<file path="config.mk">
export PLATFORM = sky130hd
export DESIGN_NAME = id_ex_stage_flat
export DESIGN_NICKNAME = d
export VERILOG_FILES = /design/src/rtl/id_ex_stage_pkg.sv /design/src/rtl/id_ex_stage_if.sv /design/src/rtl/id_ex_stage_hazard_detection_unit.sv /design/src/rtl/id_ex_stage.sv /design/src/flat_wrapper.sv
export SDC_FILE = /design/constraint.sdc
export NUM_CORES = 1
export LEC_CHECK = 0
export ABC_CLOCK_PERIOD_IN_PS = 5800
export BUFFER_PORTS_ARGS = -buffer_cell sky130_fd_sc_hd__clkbuf_2
export CORE_AREA = 2 2 125 127
export DETAILED_ROUTE_END_ITERATION = 16
export DIE_AREA = 0 0 127 129
export GPL_TIMING_DRIVEN = 0
export MAX_ROUTING_LAYER = met4
export PLACE_DENSITY_LB_ADDON = 0.1
export SLEW_MARGIN = 20
export SYNTH_ARGS = -nofsm -noshare
export SYNTH_HDL_FRONTEND = slang
export SYNTH_SLANG_ARGS = --single-unit
</file>
<file path="constraint.sdc">
create_clock -name clk -period 5.8 [get_ports clk]
set_input_delay 0.87 -clock clk [delete_from_list [all_inputs] [get_ports clk]]
set_output_delay 0.87 -clock clk [all_outputs]
set_load 0.005 [all_outputs]
</file>
<file path="src/rtl/id_ex_stage_pkg.sv">
// rtl/id_ex_stage_pkg.sv - shared opcodes, ALU op classes and control word for the ID/EX stage
package id_ex_stage_pkg;

    localparam int DEF_XLEN       = 32;
    localparam int DEF_REG_ADDR_W = 5;

    localparam logic [6:0] OP_R      = 7'b0110011;
    localparam logic [6:0] OP_I      = 7'b0010011;
    localparam logic [6:0] OP_LOAD   = 7'b0000011;
    localparam logic [6:0] OP_STORE  = 7'b0100011;
    localparam logic [6:0] OP_BRANCH = 7'b1100011;

    typedef enum logic [1:0] {
        ALUOP_ADD    = 2'b00,
        ALUOP_BRANCH = 2'b01,
        ALUOP_R      = 2'b10,
        ALUOP_I      = 2'b11
    } alu_op_t;

    typedef struct packed {
        logic    reg_write;
        logic    mem_to_reg;
        logic    mem_read;
        logic    mem_write;
        logic    alu_src;
        logic    branch;
        alu_op_t alu_op;
    } ctrl_word_t;

endpackage

</file>
<file path="src/rtl/id_ex_stage_if.sv">
// rtl/id_ex_stage_if.sv - ID-side inputs, EX-side outputs and front-end stall lines of the ID/EX stage
interface id_ex_stage_if
    import id_ex_stage_pkg::*;
#(
    parameter int XLEN       = DEF_XLEN,
    parameter int REG_ADDR_W = DEF_REG_ADDR_W
);

    logic                  PCSrc;
    logic [XLEN-1:0]       PC_ID;
    logic [XLEN-1:0]       IMM_ID;
    logic [XLEN-1:0]       REG_DATA1_ID;
    logic [XLEN-1:0]       REG_DATA2_ID;
    logic [2:0]            FUNCT3_ID;
    logic [6:0]            FUNCT7_ID;
    logic [6:0]            OPCODE_ID;
    logic [REG_ADDR_W-1:0] RD_ID;
    logic [REG_ADDR_W-1:0] RS1_ID;
    logic [REG_ADDR_W-1:0] RS2_ID;

    logic                  PC_write;
    logic                  IF_IDwrite;

    logic [XLEN-1:0]       PC_EX;
    logic [XLEN-1:0]       IMM_EX;
    logic [XLEN-1:0]       REG_DATA1_EX;
    logic [XLEN-1:0]       REG_DATA2_EX;
    logic [2:0]            FUNCT3_EX;
    logic [6:0]            FUNCT7_EX;
    logic [REG_ADDR_W-1:0] RD_EX;
    logic [REG_ADDR_W-1:0] RS1_EX;
    logic [REG_ADDR_W-1:0] RS2_EX;
    logic                  RegWrite_EX;
    logic                  MemtoReg_EX;
    logic                  MemRead_EX;
    logic                  MemWrite_EX;
    logic                  ALUSrc_EX;
    logic                  Branch_EX;
    logic [1:0]            ALUOp_EX;

    modport master (
        output PCSrc, PC_ID, IMM_ID, REG_DATA1_ID, REG_DATA2_ID,
               FUNCT3_ID, FUNCT7_ID, OPCODE_ID, RD_ID, RS1_ID, RS2_ID,
        input  PC_write, IF_IDwrite,
               PC_EX, IMM_EX, REG_DATA1_EX, REG_DATA2_EX, FUNCT3_EX, FUNCT7_EX,
               RD_EX, RS1_EX, RS2_EX, RegWrite_EX, MemtoReg_EX, MemRead_EX,
               MemWrite_EX, ALUSrc_EX, Branch_EX, ALUOp_EX
    );

    modport slave (
        input  PCSrc, PC_ID, IMM_ID, REG_DATA1_ID, REG_DATA2_ID,
               FUNCT3_ID, FUNCT7_ID, OPCODE_ID, RD_ID, RS1_ID, RS2_ID,
        output PC_write, IF_IDwrite,
               PC_EX, IMM_EX, REG_DATA1_EX, REG_DATA2_EX, FUNCT3_EX, FUNCT7_EX,
               RD_EX, RS1_EX, RS2_EX, RegWrite_EX, MemtoReg_EX, MemRead_EX,
               MemWrite_EX, ALUSrc_EX, Branch_EX, ALUOp_EX
    );

endinterface

</file>
<file path="src/rtl/id_ex_stage_hazard_detection_unit.sv">
// rtl/id_ex_stage_hazard_detection_unit.sv - combinational load-use hazard detector
module hazard_detection_unit #(
    parameter int REG_ADDR_W = 5
) (
    input  logic                  MemRead_EX,
    input  logic [REG_ADDR_W-1:0] RD_EX,
    input  logic [REG_ADDR_W-1:0] RS1_ID,
    input  logic [REG_ADDR_W-1:0] RS2_ID,
    input  logic                  uses_rs2,
    input  logic                  PCSrc,
    output logic                  stall
);

    logic hazard;

    // A load in EX whose destination feeds the ID instruction forces one bubble;
    // x0 is never a real dependency, and a taken branch makes the ID instruction wrong-path.
    always_comb begin
        hazard = MemRead_EX && (RD_EX != '0) &&
                 ((RD_EX == RS1_ID) || (uses_rs2 && (RD_EX == RS2_ID)));
        stall  = hazard && !PCSrc;
    end

endmodule

</file>
<file path="src/rtl/id_ex_stage.sv">
// rtl/id_ex_stage.sv - ID/EX pipeline register with control decode, bubble insertion and flush
module id_ex_stage
    import id_ex_stage_pkg::*;
#(
    parameter int XLEN       = DEF_XLEN,
    parameter int REG_ADDR_W = DEF_REG_ADDR_W
) (
    input  logic          clk,
    input  logic          reset,
    id_ex_stage_if.slave  bus
);

    ctrl_word_t            ctrl_id;
    ctrl_word_t            ctrl_next;
    ctrl_word_t            ctrl_ex;
    logic                  uses_rs2;
    logic                  stall;

    logic [XLEN-1:0]       pc_ex;
    logic [XLEN-1:0]       imm_ex;
    logic [XLEN-1:0]       data1_ex;
    logic [XLEN-1:0]       data2_ex;
    logic [2:0]            funct3_ex;
    logic [6:0]            funct7_ex;
    logic [REG_ADDR_W-1:0] rd_ex;
    logic [REG_ADDR_W-1:0] rs1_ex;
    logic [REG_ADDR_W-1:0] rs2_ex;

    // Main control word and rs2-usage from the ID opcode; unknown opcodes decode as NOP
    always_comb begin
        ctrl_id  = '0;
        uses_rs2 = 1'b0;
        case (bus.OPCODE_ID)
            OP_R: begin
                ctrl_id.reg_write = 1'b1;
                ctrl_id.alu_op    = ALUOP_R;
                uses_rs2          = 1'b1;
            end
            OP_I: begin
                ctrl_id.reg_write = 1'b1;
                ctrl_id.alu_src   = 1'b1;
                ctrl_id.alu_op    = ALUOP_I;
            end
            OP_LOAD: begin
                ctrl_id.reg_write  = 1'b1;
                ctrl_id.mem_to_reg = 1'b1;
                ctrl_id.mem_read   = 1'b1;
                ctrl_id.alu_src    = 1'b1;
                ctrl_id.alu_op     = ALUOP_ADD;
            end
            OP_STORE: begin
                ctrl_id.mem_write = 1'b1;
                ctrl_id.alu_src   = 1'b1;
                ctrl_id.alu_op    = ALUOP_ADD;
                uses_rs2          = 1'b1;
            end
            OP_BRANCH: begin
                ctrl_id.branch = 1'b1;
                ctrl_id.alu_op = ALUOP_BRANCH;
                uses_rs2       = 1'b1;
            end
            default: begin
                ctrl_id  = '0;
                uses_rs2 = 1'b0;
            end
        endcase
    end

    hazard_detection_unit #(
        .REG_ADDR_W (REG_ADDR_W)
    ) u_hazard_detection_unit (
        .MemRead_EX (ctrl_ex.mem_read),
        .RD_EX      (rd_ex),
        .RS1_ID     (bus.RS1_ID),
        .RS2_ID     (bus.RS2_ID),
        .uses_rs2   (uses_rs2),
        .PCSrc      (bus.PCSrc),
        .stall      (stall)
    );

    // Bubble on a stall and squash on a taken branch both load an all-zero control word
    always_comb begin
        ctrl_next = ctrl_id;
        if (stall || bus.PCSrc) begin
            ctrl_next = '0;
        end
    end

    // ID/EX register: control word plus data/index fields, captured every edge
    always_ff @(posedge clk or posedge reset) begin
        if (reset) begin
            ctrl_ex   <= '0;
            pc_ex     <= '0;
            imm_ex    <= '0;
            data1_ex  <= '0;
            data2_ex  <= '0;
            funct3_ex <= '0;
            funct7_ex <= '0;
            rd_ex     <= '0;
            rs1_ex    <= '0;
            rs2_ex    <= '0;
        end else begin
            ctrl_ex   <= ctrl_next;
            pc_ex     <= bus.PC_ID;
            imm_ex    <= bus.IMM_ID;
            data1_ex  <= bus.REG_DATA1_ID;
            data2_ex  <= bus.REG_DATA2_ID;
            funct3_ex <= bus.FUNCT3_ID;
            funct7_ex <= bus.FUNCT7_ID;
            rd_ex     <= bus.RD_ID;
            rs1_ex    <= bus.RS1_ID;
            rs2_ex    <= bus.RS2_ID;
        end
    end

    // Front end holds PC and IF/ID for exactly the bubble cycle
    always_comb begin
        bus.PC_write   = !stall;
        bus.IF_IDwrite = !stall;
    end

    // Registered fields out to the EX stage
    always_comb begin
        bus.PC_EX        = pc_ex;
        bus.IMM_EX       = imm_ex;
        bus.REG_DATA1_EX = data1_ex;
        bus.REG_DATA2_EX = data2_ex;
        bus.FUNCT3_EX    = funct3_ex;
        bus.FUNCT7_EX    = funct7_ex;
        bus.RD_EX        = rd_ex;
        bus.RS1_EX       = rs1_ex;
        bus.RS2_EX       = rs2_ex;
        bus.RegWrite_EX  = ctrl_ex.reg_write;
        bus.MemtoReg_EX  = ctrl_ex.mem_to_reg;
        bus.MemRead_EX   = ctrl_ex.mem_read;
        bus.MemWrite_EX  = ctrl_ex.mem_write;
        bus.ALUSrc_EX    = ctrl_ex.alu_src;
        bus.Branch_EX    = ctrl_ex.branch;
        bus.ALUOp_EX     = ctrl_ex.alu_op;
    end

endmodule

</file>
<file path="src/flat_wrapper.sv">
// flat-port wrapper written by rule: the top's interface ports become plain ports
module id_ex_stage_flat import id_ex_stage_pkg::*;
#(
    parameter int XLEN       = DEF_XLEN,
    parameter int REG_ADDR_W = DEF_REG_ADDR_W
)
  (clk, reset, bus_PCSrc, bus_PC_ID, bus_IMM_ID, bus_REG_DATA1_ID, bus_REG_DATA2_ID, bus_FUNCT3_ID, bus_FUNCT7_ID, bus_OPCODE_ID, bus_RD_ID, bus_RS1_ID, bus_RS2_ID, bus_PC_write, bus_IF_IDwrite, bus_PC_EX, bus_IMM_EX, bus_REG_DATA1_EX, bus_REG_DATA2_EX, bus_FUNCT3_EX, bus_FUNCT7_EX, bus_RD_EX, bus_RS1_EX, bus_RS2_EX, bus_RegWrite_EX, bus_MemtoReg_EX, bus_MemRead_EX, bus_MemWrite_EX, bus_ALUSrc_EX, bus_Branch_EX, bus_ALUOp_EX);
  id_ex_stage_if #(.XLEN(XLEN), .REG_ADDR_W(REG_ADDR_W)) bus_i ();
  input  logic clk;
  input  logic reset;
  input wire logic [$bits(bus_i.PCSrc)-1:0] bus_PCSrc;
  input wire logic [$bits(bus_i.PC_ID)-1:0] bus_PC_ID;
  input wire logic [$bits(bus_i.IMM_ID)-1:0] bus_IMM_ID;
  input wire logic [$bits(bus_i.REG_DATA1_ID)-1:0] bus_REG_DATA1_ID;
  input wire logic [$bits(bus_i.REG_DATA2_ID)-1:0] bus_REG_DATA2_ID;
  input wire logic [$bits(bus_i.FUNCT3_ID)-1:0] bus_FUNCT3_ID;
  input wire logic [$bits(bus_i.FUNCT7_ID)-1:0] bus_FUNCT7_ID;
  input wire logic [$bits(bus_i.OPCODE_ID)-1:0] bus_OPCODE_ID;
  input wire logic [$bits(bus_i.RD_ID)-1:0] bus_RD_ID;
  input wire logic [$bits(bus_i.RS1_ID)-1:0] bus_RS1_ID;
  input wire logic [$bits(bus_i.RS2_ID)-1:0] bus_RS2_ID;
  output wire logic [$bits(bus_i.PC_write)-1:0] bus_PC_write;
  output wire logic [$bits(bus_i.IF_IDwrite)-1:0] bus_IF_IDwrite;
  output wire logic [$bits(bus_i.PC_EX)-1:0] bus_PC_EX;
  output wire logic [$bits(bus_i.IMM_EX)-1:0] bus_IMM_EX;
  output wire logic [$bits(bus_i.REG_DATA1_EX)-1:0] bus_REG_DATA1_EX;
  output wire logic [$bits(bus_i.REG_DATA2_EX)-1:0] bus_REG_DATA2_EX;
  output wire logic [$bits(bus_i.FUNCT3_EX)-1:0] bus_FUNCT3_EX;
  output wire logic [$bits(bus_i.FUNCT7_EX)-1:0] bus_FUNCT7_EX;
  output wire logic [$bits(bus_i.RD_EX)-1:0] bus_RD_EX;
  output wire logic [$bits(bus_i.RS1_EX)-1:0] bus_RS1_EX;
  output wire logic [$bits(bus_i.RS2_EX)-1:0] bus_RS2_EX;
  output wire logic [$bits(bus_i.RegWrite_EX)-1:0] bus_RegWrite_EX;
  output wire logic [$bits(bus_i.MemtoReg_EX)-1:0] bus_MemtoReg_EX;
  output wire logic [$bits(bus_i.MemRead_EX)-1:0] bus_MemRead_EX;
  output wire logic [$bits(bus_i.MemWrite_EX)-1:0] bus_MemWrite_EX;
  output wire logic [$bits(bus_i.ALUSrc_EX)-1:0] bus_ALUSrc_EX;
  output wire logic [$bits(bus_i.Branch_EX)-1:0] bus_Branch_EX;
  output wire logic [$bits(bus_i.ALUOp_EX)-1:0] bus_ALUOp_EX;
  assign bus_i.PCSrc = bus_PCSrc;
  assign bus_i.PC_ID = bus_PC_ID;
  assign bus_i.IMM_ID = bus_IMM_ID;
  assign bus_i.REG_DATA1_ID = bus_REG_DATA1_ID;
  assign bus_i.REG_DATA2_ID = bus_REG_DATA2_ID;
  assign bus_i.FUNCT3_ID = bus_FUNCT3_ID;
  assign bus_i.FUNCT7_ID = bus_FUNCT7_ID;
  assign bus_i.OPCODE_ID = bus_OPCODE_ID;
  assign bus_i.RD_ID = bus_RD_ID;
  assign bus_i.RS1_ID = bus_RS1_ID;
  assign bus_i.RS2_ID = bus_RS2_ID;
  assign bus_PC_write = bus_i.PC_write;
  assign bus_IF_IDwrite = bus_i.IF_IDwrite;
  assign bus_PC_EX = bus_i.PC_EX;
  assign bus_IMM_EX = bus_i.IMM_EX;
  assign bus_REG_DATA1_EX = bus_i.REG_DATA1_EX;
  assign bus_REG_DATA2_EX = bus_i.REG_DATA2_EX;
  assign bus_FUNCT3_EX = bus_i.FUNCT3_EX;
  assign bus_FUNCT7_EX = bus_i.FUNCT7_EX;
  assign bus_RD_EX = bus_i.RD_EX;
  assign bus_RS1_EX = bus_i.RS1_EX;
  assign bus_RS2_EX = bus_i.RS2_EX;
  assign bus_RegWrite_EX = bus_i.RegWrite_EX;
  assign bus_MemtoReg_EX = bus_i.MemtoReg_EX;
  assign bus_MemRead_EX = bus_i.MemRead_EX;
  assign bus_MemWrite_EX = bus_i.MemWrite_EX;
  assign bus_ALUSrc_EX = bus_i.ALUSrc_EX;
  assign bus_Branch_EX = bus_i.Branch_EX;
  assign bus_ALUOp_EX = bus_i.ALUOp_EX;
  id_ex_stage #(.XLEN(XLEN), .REG_ADDR_W(REG_ADDR_W)) u_core (.clk(clk), .reset(reset), .bus(bus_i));
endmodule
</file>
# --- After elaboration in Yosys (flattened, before gate mapping) ---
# Cells that the tools add are included.
totals:
  register_bits: 161
  input_bits: 163
  elab_cells: 43
classes:
  n_eq_ne: 7
  muxes: 8
  reduce_logical: 12
op_table:
  columns: ["cell", "n"]
  rows:
  - ["equality test 7 x 6 -> 1 bit, second input constant", 2]
  - ["equality test 5 bit", 2]
  - ["OR reduction 3 bit", 3]
  - ["two-way mux 8 bit", 1]
  - ["equality test 7 x 2 -> 1 bit, second input constant", 1]
  - ["equality test 7 x 5 -> 1 bit, second input constant", 1]
  - ["equality test 7 bit, second input constant", 1]
  - ["one-hot mux 2 bit (3 select lines)", 1]
  - ["two-way mux 1 bit", 5]
  - ["nonzero test 5 bit", 1]
  - ["logical AND 1 bit", 4]
  - ["zero test 1 bit", 2]
  - ["logical OR 1 bit", 2]
  - ["two-way mux 2 bit", 1]

# --- Logic depth before layout (Yosys ltp) ---
# Gate-level depths: netlist of run 1.
depth:
  word_depth: 9
  depth_mapped: 5
  depth_no_buf: 4

# --- Hierarchy ---
# From an unflattened synthesis of run 1, not the netlist that was laid out.
unflattened:
  cells_unflattened: 197
  hier_area_um2: 4286.6
by_module_without_submodules:
  columns: ["mod", "instances", "cells_per_inst", "area_each_um2"]
  rows:
  - ["id_ex_stage", 1, 179, 4147.7]
  - ["hazard_detection_unit", 1, 18, 138.9]

# --- Worst setup path before layout of run 1 ---
# OpenSTA, ideal clock, no wires.
synth_path:
  kind: "input -> output"
  startpoint: "in bus_OPCODE_ID[2]"
  endpoint: "out bus_PC_write"
  arrival_time_ns: 2.016
  required_time_ns: 4.930
  setup_slack_ns: 2.914
  cell_stages: 5
  path_buffers: 1
  path_cell_list: "and4bb_2 nand3_1 o22ai_1 nand3b_1 buf_4"
synth_via:
  elab_chain_len: 8
synth_lines:
  columns: ["item", "line_no", "rtl"]
  rows:
  - ["start, declared", "flat_wrapper.sv:18", "input wire logic [$bits(bus_i.OPCODE_ID)-1:0] bus_OPCODE_ID;"]
  - ["equality test 7 x 6 -> 1 bit or equality test 7 bit (tied branches)", "id_ex_stage.sv:33", "case (bus.OPCODE_ID)"]
  - ["OR reduction 3 bit (no line) (*)", null, null]
  - ["two-way mux 1 bit (*)", "id_ex_stage.sv:33", null]
  - ["logical AND 1 bit (*)", "id_ex_stage_hazard_detection_unit.sv:20", "((RD_EX == RS1_ID) || (uses_rs2 && (RD_EX == RS2_ID)));"]
  - ["logical OR 1 bit (*)", "id_ex_stage_hazard_detection_unit.sv:20", null]
  - ["logical AND 1 bit (*)", "id_ex_stage_hazard_detection_unit.sv:19", "hazard = MemRead_EX && (RD_EX != '0) &&"]
  - ["logical AND 1 bit (*)", "id_ex_stage_hazard_detection_unit.sv:21", "stall = hazard && !PCSrc;"]
  - ["zero test 1 bit (*)", null, null]
  - ["end, declared", "flat_wrapper.sv:22", "output wire logic [$bits(bus_i.PC_write)-1:0] bus_PC_write;"]
# Mark *: on every way between the ends. The rest lies on a longest branch, timed or not.

# --- Worst setup path after layout of run 1 ---
layout_path:
  startpoint: "in bus_OPCODE_ID[2]"
  endpoint: "out bus_PC_write"
layout_via:
  elab_chain_len: 8
layout_lines:
  columns: ["item", "line_no", "rtl"]
  rows:
  - ["equality test 7 x 6 -> 1 bit or equality test 7 bit (tied branches)", "id_ex_stage.sv:33", null]
  - ["OR reduction 3 bit (no line) (*)", null, null]
  - ["two-way mux 1 bit (*)", "id_ex_stage.sv:33", null]
  - ["logical AND 1 bit (*)", "id_ex_stage_hazard_detection_unit.sv:20", null]
  - ["logical OR 1 bit (*)", "id_ex_stage_hazard_detection_unit.sv:20", null]
  - ["logical AND 1 bit (*)", "id_ex_stage_hazard_detection_unit.sv:19", null]
  - ["logical AND 1 bit (*)", "id_ex_stage_hazard_detection_unit.sv:21", null]
  - ["zero test 1 bit (*)", "id_ex_stage.sv:118", "bus.PC_write = !stall;"]
# Marks and branches as above.

==> results of run 1 <==
-- worst reg2reg max path: cells and delay by family (launching register included) --
| kind | cells | cell delay [ns] |
|---|---|---|
| AO/OA/AOI/OAI | 2 | 0.63 |
| AND/OR/NAND/NOR | 1 | 0.57 |
| flip-flops | 1 | 0.45 |
-- cell families after synthesis --
group           count (synthesis)
flops                         160
compound gates                 11
buf+inv                         3
xor+xnor                       10
simple gates                   19
-- final timing paths --
path                                            start  cells after the start                           to
worst max-delay path                 bus_OPCODE_ID[2]                      7                 bus_PC_write
worst min-delay path                            reset                      2  u_core.bus.REG_DATA1_EX[16]
worst max register to register    u_core.bus.RD_EX[0]                      3       u_core.bus.ALUOp_EX[1]
worst min register to register  u_core.bus.MemRead_EX                      2       u_core.bus.MemWrite_EX
max in group asynchronous                       reset                      3  u_core.bus.REG_DATA1_EX[10]
min in group clk                 bus_REG_DATA1_ID[12]                      1  u_core.bus.REG_DATA1_EX[12]
-- power by group --
part / leakage (nW) / internal (mW) / switching (mW)
clock network: 0.302 / 0.717 / 0.439
registers: 1.88 / 1.17 / 0.0166
logic: 1.45 / 0.0827 / 0.0756
total: 3.63 / 1.97 / 0.531
-- synth_stat cells (2+ instances only) --
cell type  instances  area, µm²
a2111oi_1          2       20.0
a21oi_1            4       20.0
buf_4              2       15.0
dfrtp_1          160       4000
nand2_1            3       11.3
nand3_1            6       30.0
nand3b_1           2       15.0
nor2_1             3       11.3
xnor2_1           10       87.6
-- metal layers --
| layer | wire length (µm) | share of wire [%] | GRT usage [%] |
|---|---|---|---|
| met1 | 4200 | 36 | 15.8 |
| met2 | 6020 | 52 | 23.8 |
| met3 | 1070 | 9.3 | 5.65 |
| met4 | 229 | 2.0 | 6.79 |
| met5 | 0 | 0 | - |
-- metrics by stage --
stage                     power, mW  util [%]
final                          2.50      45.6
after global routing           2.61      45.6
after CTS                      2.54      45.6
after detailed placement       1.37      41.5
after global placement         1.37      41.2
after floorplan                1.24         -
-- cell type report --
class / count / area [µm²]
well taps: 188 / 235
inverters: 1 / 11.3
repair buffers: 326 / 1650
multi-input cells: 40 / 289
fillers: 1417 / 8150
plain buffers: 2 / 15.0
flip-flops and latches: 160 / 4000
clock inverters: 11 / 153
clock buffers: 21 / 470
-- flip-flops by register name (all words and copies together) (netlist names) --
| signal | cells |
|---|---|
| u_core.bus.IMM_EX | 32 |
| u_core.bus.FUNCT7_EX | 7 |
| u_core.bus.Branch_EX | 1 |
| u_core.bus.RD_EX | 5 |
| u_core.bus.RegWrite_EX | 1 |
| u_core.bus.REG_DATA2_EX | 32 |
| u_core.bus.REG_DATA1_EX | 32 |
| u_core.bus.MemRead_EX | 1 |
| u_core.bus.PC_EX | 32 |
| u_core.bus.FUNCT3_EX | 3 |
| u_core.bus.RS1_EX | 5 |
| u_core.bus.ALUOp_EX | 2 |
| u_core.bus.RS2_EX | 5 |
| u_core.bus.ALUSrc_EX | 1 |
| u_core.bus.MemWrite_EX | 1 |
==> results.txt, run 1 <==
Synth Instances -> 203
NumNets Final -> 711
Simple-Gate Fraction of Synth Area -> 2.55%
Placement Cell Area -> 6210 µm²
Synthesized net count -> 366
Multiplexer share of the synthesized area -> 0%
CP cell instances -> clkbuf_2 > and4bb_2 > nand3_1 > o22ai_1 > nand3b_1 > buf_4 > clkbuf_2
Synthesis-to-layout area growth -> 58.4%
Max_slew headroom -> 55.1%
Combinational family with the most area after synthesis -> simple AND/OR/NAND/NOR gates
FMAX -> 303 MHz
Drt pass-1 iters -> 4
Post-synth EDFFs -> 0
Most used cell, CP -> clkbuf_2
Cell area after layout -> 6830 µm²
Dpl cells -> 717
Die Wd -> 127 µm
DR WL/cell -> 15.4 µm
Commonest non-fill, non-tap cell in the layout -> clkbuf_2
Worst slew pin tran -> 0.673 ns
Fin crit period -> 3.30 ns
Buf+Inv Stages, Crit Path -> 3
Clk slew on worst S/H paths -> 0.06 ns
DRT iter0 DRCs -> 122
Post_cts resized -> 0
Post-route ant nets -> 0
Core area -> 15000 µm²
Crit share post-route -> 56.9%
Synth Area in Adders -> 0%
DP HPWL -> 9060 µm
CTS tree -> done
Port buffer count -> 325
Max Cap Viol -> 0
Max VDD drop -> 0.000168 V
Compound-cell area share of the yosys netlist -> 2.12%
Crit Path Max Fanout -> 8
Worst setup EP type -> output port
CP Data Arrival Time -> 2.43 ns
CP delay by family, top -> simple AND/OR/NAND/NOR gates
Endpoints failing setup -> 0
Commonest non-fill, non-tap cells in the layout -> clkbuf_2, dfrtp_1, clkbuf_16
Die ar. -> 16400 µm²
Worst min path class -> in -> async
Hold Buf Count CTS -> 0
Synthesis Warnings -> 0
Ant. Diodes -> 0
Via count -> 2982
Grt ovf -> 0
Number of global-route vias before repair -> 3031
Max Buffers Root-to-Sink -> 2
Post-synthesis register bit count -> 160
Starting density of the core -> 28.8%
Setup slack, reg-to-reg -> 4.03 ns
GPL Wtd Cong -> 0.768
Die Ht -> 129 µm
Setup slack after layout -> 2.50 ns
CTS Buf Count -> 17
Register area share after synthesis -> 92.9%
Final Hold Viols -> 0
Worst-skew pair later-pin latency -> 0.41 ns
Main synth FF type -> dfrtp_1
Rows -> 45
Dpl ws -> 2.54 ns
Synth async-reset ratio -> 100%
Largest net degree at the start of global routing -> 97
Finished Layout Cells -> 749
Root buf cell -> clkbuf_16
Startpoint Class -> input port
Worst Skew -> 0.00261 ns
Final wirelength -> 11500 µm
Top-level I/O count -> 326
Pwr per Cell Area -> 366 nW/µm²
GRT Util Overall -> 14.6%
RSZ-0062 raised after global routing -> false
Library cells used by synthesis -> 20
Xor/xnor share of the synthesized area -> 2.03%
Total leakage power -> 3.63 nW
Clock Sinks -> 160
Syn avg cell area -> 21.2 µm²
Fin Hold WS -> 0.472 ns
DRC -> 0
Layout cells sized above 1 -> 64.9%
Cell Area, Synth -> 4310 µm²
TNS Setup -> 0 ns
CP peak stage delay -> 0.54 ns
Outcome -> complete, no violations
Number of antenna violations at the first check in global routing -> 0
Req. time, crit path -> 4.93 ns
H-tree levels -> 4
First-pass GRT wire length -> 16700 µm
Slew Viols, Final -> 0
Crit Path Category -> in -> out
CP max stage cell -> o22ai_1
Post-DR vias/cell -> 3.98
Postcts setup bufs -> 0
(Power assumes the default switching activity.)
==> run 2: changes to the inputs <==
--- a/config.mk
+++ b/config.mk
@@ -5,7 +5,8 @@
 export SDC_FILE = /design/constraint.sdc
 export NUM_CORES = 1
 export LEC_CHECK = 0
-export ABC_CLOCK_PERIOD_IN_PS = 5800
+export ABC_AREA = 1
+export ABC_CLOCK_PERIOD_IN_PS = 3000
 export BUFFER_PORTS_ARGS = -buffer_cell sky130_fd_sc_hd__clkbuf_2
 export CORE_AREA = 2 2 125 127
 export DETAILED_ROUTE_END_ITERATION = 16
==> constraint.sdc (replaced) <==
create_clock -name clk -period 3 [get_ports clk]
set_input_delay 0.45 -clock clk [delete_from_list [all_inputs] [get_ports clk]]
set_output_delay 0.45 -clock clk [all_outputs]
set_load 0.005 [all_outputs]
==> results.txt, run 2 <==
Synthesized net count -> 382 (+4.4%)
Post-route ant nets -> 0 (unchanged)
Most area-hungry cell type in the Yosys netlist -> dfrtp_1
P_sw -> 1.02 mW (+92%)
CP max stage cell -> dfrtp_1
Fill cells -> 1400 (-1.2%)
Register area share after synthesis -> 92.3% (-0.54 points)
CP peak stage delay -> 0.43 ns (-0.11 ns)
Starting density of the core -> 29.0% (+0.17 points)
Postcts setup bufs -> 0 (unchanged)
CTS Buf Count -> 17 (unchanged)
DRC -> 0 (unchanged)
CP cell instances -> xor2_1 > nor2_1 > nand3_2 > nand2_2 > nand3_1 > buf_4 > clkbuf_2
GRT Util Overall -> 14.8% (+0.23 points)
Cell Area, Synth -> 4340 µm² (+0.58%)
Flop pwr share -> 47.3% (-0.2 points)
Worst-skew pair later-pin latency -> 0.41 ns (about the same)
Drt pass-1 iters -> 4 (unchanged)
Synth top area share -> 92.3% (-0.54 points)
Rows -> 45 (unchanged)
H-tree levels -> 4 (unchanged)
DRT iter0 DRCs -> 87 (-29%)
Clk pwr share -> 46.2% (about the same)
Synth Instances -> 219 (+7.9%)
CP delay by family, top -> simple AND/OR/NAND/NOR gates
DR WL/cell -> 15.0 µm (-2.5%)
Clock Sinks -> 160 (unchanged)
Req. time, crit path -> 2.55 ns (-2.38 ns)
Switching share of power -> 21.0% (-0.24 points)
Outcome -> complete, no violations
Post_cts resized -> 0 (unchanged)
Post-DR vias/cell -> 3.89 (-2.2%)
Fin crit period -> 2.19 ns
CP Data Arrival Time -> 1.74 ns (-0.69 ns)
Number of antenna violations at the first check in global routing -> 0 (unchanged)
Pwr per Cell Area -> 699 nW/µm² (+91%)
Final Hold Viols -> 0 (unchanged)
NumNets Final -> 731 (+2.8%)
FMAX -> 456 MHz
Post-synth EDFFs -> 0 (unchanged)
Crit Path Max Fanout -> 4 (-4)
Final wirelength -> 11500 µm (+0.14%)
Fin util -> 46.3% (+0.73 points)
Multi-input gate area -> 288 µm² (-0.43%)
Most common cell in the synthesized netlist -> dfrtp_1
Startpoint Class -> flop
Die ar. -> 16400 µm² (unchanged)
Max Cap Viol -> 0 (unchanged)
Syn avg cell area -> 19.8 µm² (-6.8%)
RSZ-0062 raised after global routing -> false
Dpl ws -> 1.06 ns (-1.48 ns)
Endpoints failing setup -> 0 (unchanged)
Worst slew pin tran -> 0.520 ns (-0.153 ns)
First-pass GRT wire length -> 17100 µm (+2.6%)
Synth area leaders -> dfrtp_1, xor2_1, nor2_2, nand2_1, nor2_1
Total leakage power -> 3.73 nW (+2.7%)
Setup slack after layout -> 0.808 ns (-1.69 ns)
Worst Skew -> 0.00329 ns (+0.000687 ns)
CTS tree -> done
Synth async-reset ratio -> 100% (unchanged)
Clk slew on worst S/H paths -> 0.06 ns (about the same)
Largest net degree at the start of global routing -> 33 (-66%)
Library cells used by synthesis -> 16 (-20%)
Core area -> 15000 µm² (unchanged)
Synthesis-to-layout area growth -> 60.0%
Die Ht -> 129 µm (unchanged)
Storage cell area -> 4000 µm² (unchanged)
Commonest non-fill, non-tap cells in the layout -> clkbuf_2, dfrtp_1, clkbuf_16
Max Buffers Root-to-Sink -> 2 (unchanged)
Commonest non-fill, non-tap cell in the layout -> clkbuf_2
Layout cells sized above 1 -> 65.6% (+0.69 points)
Dpl cells -> 737 (+2.8%)
Grt ovf -> 0 (unchanged)
Crit Path Category -> reg -> out
Port buffer count -> 325 (unchanged)
Hold Buf Count CTS -> 0 (unchanged)
Finished Layout Cells -> 769 (+2.7%)
Fin Hold WS -> 0.0608 ns (-0.411 ns)
Crit share post-route -> 73.1%
Max VDD drop -> 0.000346 V (+110%)
Number of global-route vias before repair -> 3118 (+2.9%)
Die Wd -> 127 µm (unchanged)
Post-synthesis register bit count -> 160 (unchanged)
TNS Setup -> 0 ns (unchanged)
Via count -> 2994 (+0.40%)
Worst setup EP type -> output port
Root buf cell -> clkbuf_16
DP HPWL -> 9440 µm (+4.2%)
Synthesis Warnings -> 0 (unchanged)
Combinational share of power -> 6.6% (+0.3 points)
Worst min path class -> in -> async
Top-level I/O count -> 326 (unchanged)
GPL Wtd Cong -> 0.759 (-1.3%)
Main synth FF type -> dfrtp_1
Slew Viols, Final -> 0 (unchanged)
Ant. Diodes -> 0 (unchanged)
Int Pwr -> 3.83 mW (+95%)
Synth top cells by count -> dfrtp_1, nand2_1, nor2_1, nor2_2, xor2_1
Max_slew headroom -> 65.2% (+10 points)
Buf+Inv Stages, Crit Path -> 2 (-1)
-- run 2: changes by cell type after synthesis, sizes merged, moves of 2 or more --
cell     delta
a2111oi     -3
a21oi       -2
inv         +7
nand2       +9
nand3b      -2
nor2       +13
o21a        -2
o21ai       +2
xnor2       -8
xor2        +7
-- run 2: cells by family (layout without fill, tap and decap cells) --
family	after synthesis	after routing	share of synthesized area [%]
AO/OA/AOI/OAI	4	4	0.462
XOR/XNOR	9	9	1.82
buffers and inverters	10	372	1.04
AND/OR/NAND/NOR	36	36	4.36
flip-flops	160	160	92.3
-- run 2: final timing paths --
path	startpoint	end	slack, ns	cells after the start
setup / recovery	u_core.bus.RD_EX[0]	bus_PC_write	0.81	7
hold / removal	reset	u_core.bus.REG_DATA2_EX[26]	0.06	2
setup reg to reg	u_core.bus.RD_EX[0]	u_core.bus.ALUSrc_EX	1.71	7
hold reg to reg	u_core.bus.MemRead_EX	u_core.bus.MemRead_EX	0.80	5
max in group asynchronous	reset	u_core.bus.PC_EX[17]	2.19	4
min in group clk	bus_REG_DATA1_ID[31]	u_core.bus.REG_DATA1_EX[31]	0.14	1
-- run 2: per-stage QoR --
step,total power [mW],cell area (µm²)
finish,4.85,6940
global route,5.07,6940
CTS,4.93,6940
detailed placement,2.66,6310
global placement,2.64,6200
floorplan,2.40,4340
-- run 2: per-layer routing --
| layer | GRT usage, % | wire (µm) |
|---|---|---|
| met1 | 15.8 | 4020 |
| met4 | 4.59 | 156 |
| met3 | 6.44 | 1150 |
| met2 | 25.1 | 6210 |
| met5 | - | 0 |
-- run 2: power groups by stage --
stage               registers (mW)  clock network, mW  logic [mW]
floorplan                     2.35                  0      0.0538
global placement              2.33                  0       0.308
detailed placement            2.33                  0       0.329
CTS                           2.30               2.30       0.330
global route                  2.30               2.41       0.356
finish                        2.29               2.24       0.318
-- run 2: area by class of cell --
class	count	area share, %
clock buffer	21	6.92
timing repair buffer	330	25.0
sequential	160	57.7
tap	188	3.39
multi-input combinational	49	4.15
buffer	2	0.216
inverter	8	0.487
clock inverter	11	2.16
==> run 3: changes to the inputs <==
--- a/config.mk
+++ b/config.mk
@@ -5,8 +5,8 @@
 export SDC_FILE = /design/constraint.sdc
 export NUM_CORES = 1
 export LEC_CHECK = 0
-export ABC_AREA = 1
-export ABC_CLOCK_PERIOD_IN_PS = 3000
+export ABC_AREA = 0
+export ABC_CLOCK_PERIOD_IN_PS = 2050
 export BUFFER_PORTS_ARGS = -buffer_cell sky130_fd_sc_hd__clkbuf_2
 export CORE_AREA = 2 2 125 127
 export DETAILED_ROUTE_END_ITERATION = 16
==> constraint.sdc (replaced) <==
create_clock -name clk -period 2.05 [get_ports clk]
set_input_delay 0.3075 -clock clk [delete_from_list [all_inputs] [get_ports clk]]
set_output_delay 0.3075 -clock clk [all_outputs]
set_load 0.005 [all_outputs]
==> results.txt, run 3 (synthesis gave the netlist of run 1 again) <==
Outcome -> finished with violations
Failing checks -> negative setup slack
GRT Util Overall -> 17.1% (+2.2 points)
Largest net degree at the start of global routing -> 37 (+12%)
Max_slew headroom -> 57.6% (-7.7 points)
Dpl cells -> 720 (-2.3%)
Layout cells sized above 1 -> 52.6% (-13 points)
Startpoint Class -> flop
DR WL/cell -> 14.8 µm (-1.2%)
Max Cap Viol -> 0 (unchanged)
Via count -> 3626 (+21%)
Total leakage power -> 4.27 nW (+14%)
RSZ-0062 raised after global routing -> true
Die Ht -> 129 µm (unchanged)
Grt ovf -> 0 (unchanged)
NumNets Final -> 864 (+18%)
Setup slack after layout -> -0.152 ns (-0.959 ns)
Worst min path class -> in -> reg
Drt pass-1 iters -> 4 (unchanged)
CTS tree -> done
Worst-skew pair later-pin latency -> 0.41 ns (about the same)
Endpoints failing setup -> 2 (+2)
CP Data Arrival Time -> 1.89 ns (+0.15 ns)
Clock Sinks -> 160 (unchanged)
GPL Wtd Cong -> 0.759 (+0.11%)
CP peak stage delay -> 0.55 ns (+0.12 ns)
Post-DR vias/cell -> 4.02 (+3.4%)
Fin crit period -> 2.20 ns
Starting density of the core -> 28.8% (-0.17 points)
Crit Path Category -> reg -> out
Clk slew on worst S/H paths -> 0.06 ns (about the same)
DRC -> 0 (unchanged)
Rows -> 45 (unchanged)
Req. time, crit path -> 1.74 ns (-0.81 ns)
FMAX -> 454 MHz
Max Buffers Root-to-Sink -> 2 (unchanged)
Worst slew pin tran -> 0.635 ns (+0.115 ns)
CTS Buf Count -> 17 (unchanged)
Post-route ant nets -> 0 (unchanged)
CP delay by family, top -> simple AND/OR/NAND/NOR gates
Crit share post-route -> 107%
Fin Hold WS -> 0.0275 ns (-0.0334 ns)
Root buf cell -> clkbuf_16
Max VDD drop -> 0.000499 V (+44%)
Finished Layout Cells -> 901 (+17%)
Die ar. -> 16400 µm² (unchanged)
R2r worst-path depth -> 4 (-3)
Synthesis-to-layout area growth -> 92.9%
Top-level I/O count -> 326 (unchanged)
DP HPWL -> 9550 µm (+1.1%)
Pwr per Cell Area -> 840 nW/µm² (+20%)
Core area -> 15000 µm² (unchanged)
CP cell instances -> or4_4 > o21a_4 > nand3b_1 > buf_4 > buf_6
Final Hold Viols -> 0 (unchanged)
CP max stage cell -> or4_4
Fill cells -> 1274 (-9.0%)
DRT iter0 DRCs -> 109 (+25%)
Hold path depth -> 1
H-tree levels -> 4 (unchanged)
Buf+Inv Stages, Crit Path -> 2 (unchanged)
Commonest non-fill, non-tap cells in the layout -> clkbuf_2, dfrtp_1, dlygate4sd3_1
Commonest non-fill, non-tap cell in the layout -> clkbuf_2
Storage cell area -> 4000 µm² (unchanged)
Number of global-route vias before repair -> 4029 (+29%)
Number of antenna violations at the first check in global routing -> 0 (unchanged)
Worst Skew -> 0.00244 ns (-0.000849 ns)
Worst setup EP type -> output port
Ant. Diodes -> 0 (unchanged)
Multi-input gate area -> 310 µm² (+7.8%)
First-pass GRT wire length -> 20300 µm (+19%)
Final wirelength -> 13400 µm (+16%)
Die Wd -> 127 µm (unchanged)
Crit Path Max Fanout -> 4 (unchanged)
Slew Viols, Final -> 0 (unchanged)
Critical Path Stages -> 5 (-2)
Port buffer count -> 325 (unchanged)
run 3: final timing paths:
| check | from | endpoint | slack [ns] |
|---|---|---|---|
| setup / recovery | u_core.bus.RD_EX[4] | bus_PC_write | -0.15 |
| hold / removal | bus_RS2_ID[2] | u_core.bus.RS2_EX[2] | 0.03 |
| setup reg to reg | u_core.bus.RD_EX[4] | u_core.bus.ALUOp_EX[1] | 0.20 |
| hold reg to reg | u_core.bus.MemRead_EX | u_core.bus.MemRead_EX | 0.80 |
| max in group asynchronous | reset | u_core.bus.RD_EX[1] | 0.70 |
| min in group asynchronous | reset | u_core.bus.FUNCT7_EX[3] | 0.52 |
run 3: routing by layer:
layer	vias up	track usage, %	wire length (µm)
li1	1654	-	-
met3	19	6.44	1120
met1	1761	17.1	4720
met4	0	6.72	235
met5	-	-	0
met2	192	30.2	7290
run 3: area by class of cell:
| class | count | area share (%) |
|---|---|---|
| flip-flops and latches | 160 | 48.1 |
| inverters | 1 | 0.0903 |
| multi-input cells | 40 | 3.73 |
| plain buffers | 2 | 0.181 |
| clock buffers | 17 | 5.12 |
| well taps | 188 | 2.83 |
| repair buffers | 479 | 38.5 |
| clock inverters | 14 | 1.44 |
run 3: where the power goes:
part | switching [mW] | total (mW) | internal (mW)
registers | 0.0484 | 3.36 | 3.31
logic | 0.277 | 0.706 | 0.429
clock network | 1.26 | 2.92 | 1.66
run 3: what timing repair did:
item                                    4_1_cts  5_1_grt
buffers inserted                              2        4
hold buffers                                144        0
pin swaps                                     2        5
endpoints found under the hold margin       166        0
endpoints found under the setup margin        2        2
resized for setup                             2        2
run 3: per-stage QoR:
step           total power, mW  TNS (ns)  worst slack (ns)  cell area (µm²)  utilization (%)
2_1_floorplan             3.52    -45.81            -0.286             4320                -
3_3_place_gp              3.87   -185.43             -1.17             6180             41.2
3_5_place_dp              3.90    -0.177            -0.147             6260             41.8
4_1_cts                   7.09    -0.341            -0.213             8270             55.2
5_1_grt                   7.30    -0.356            -0.220             8320             55.5
6_report                  6.99    -0.226            -0.152             8320             55.5
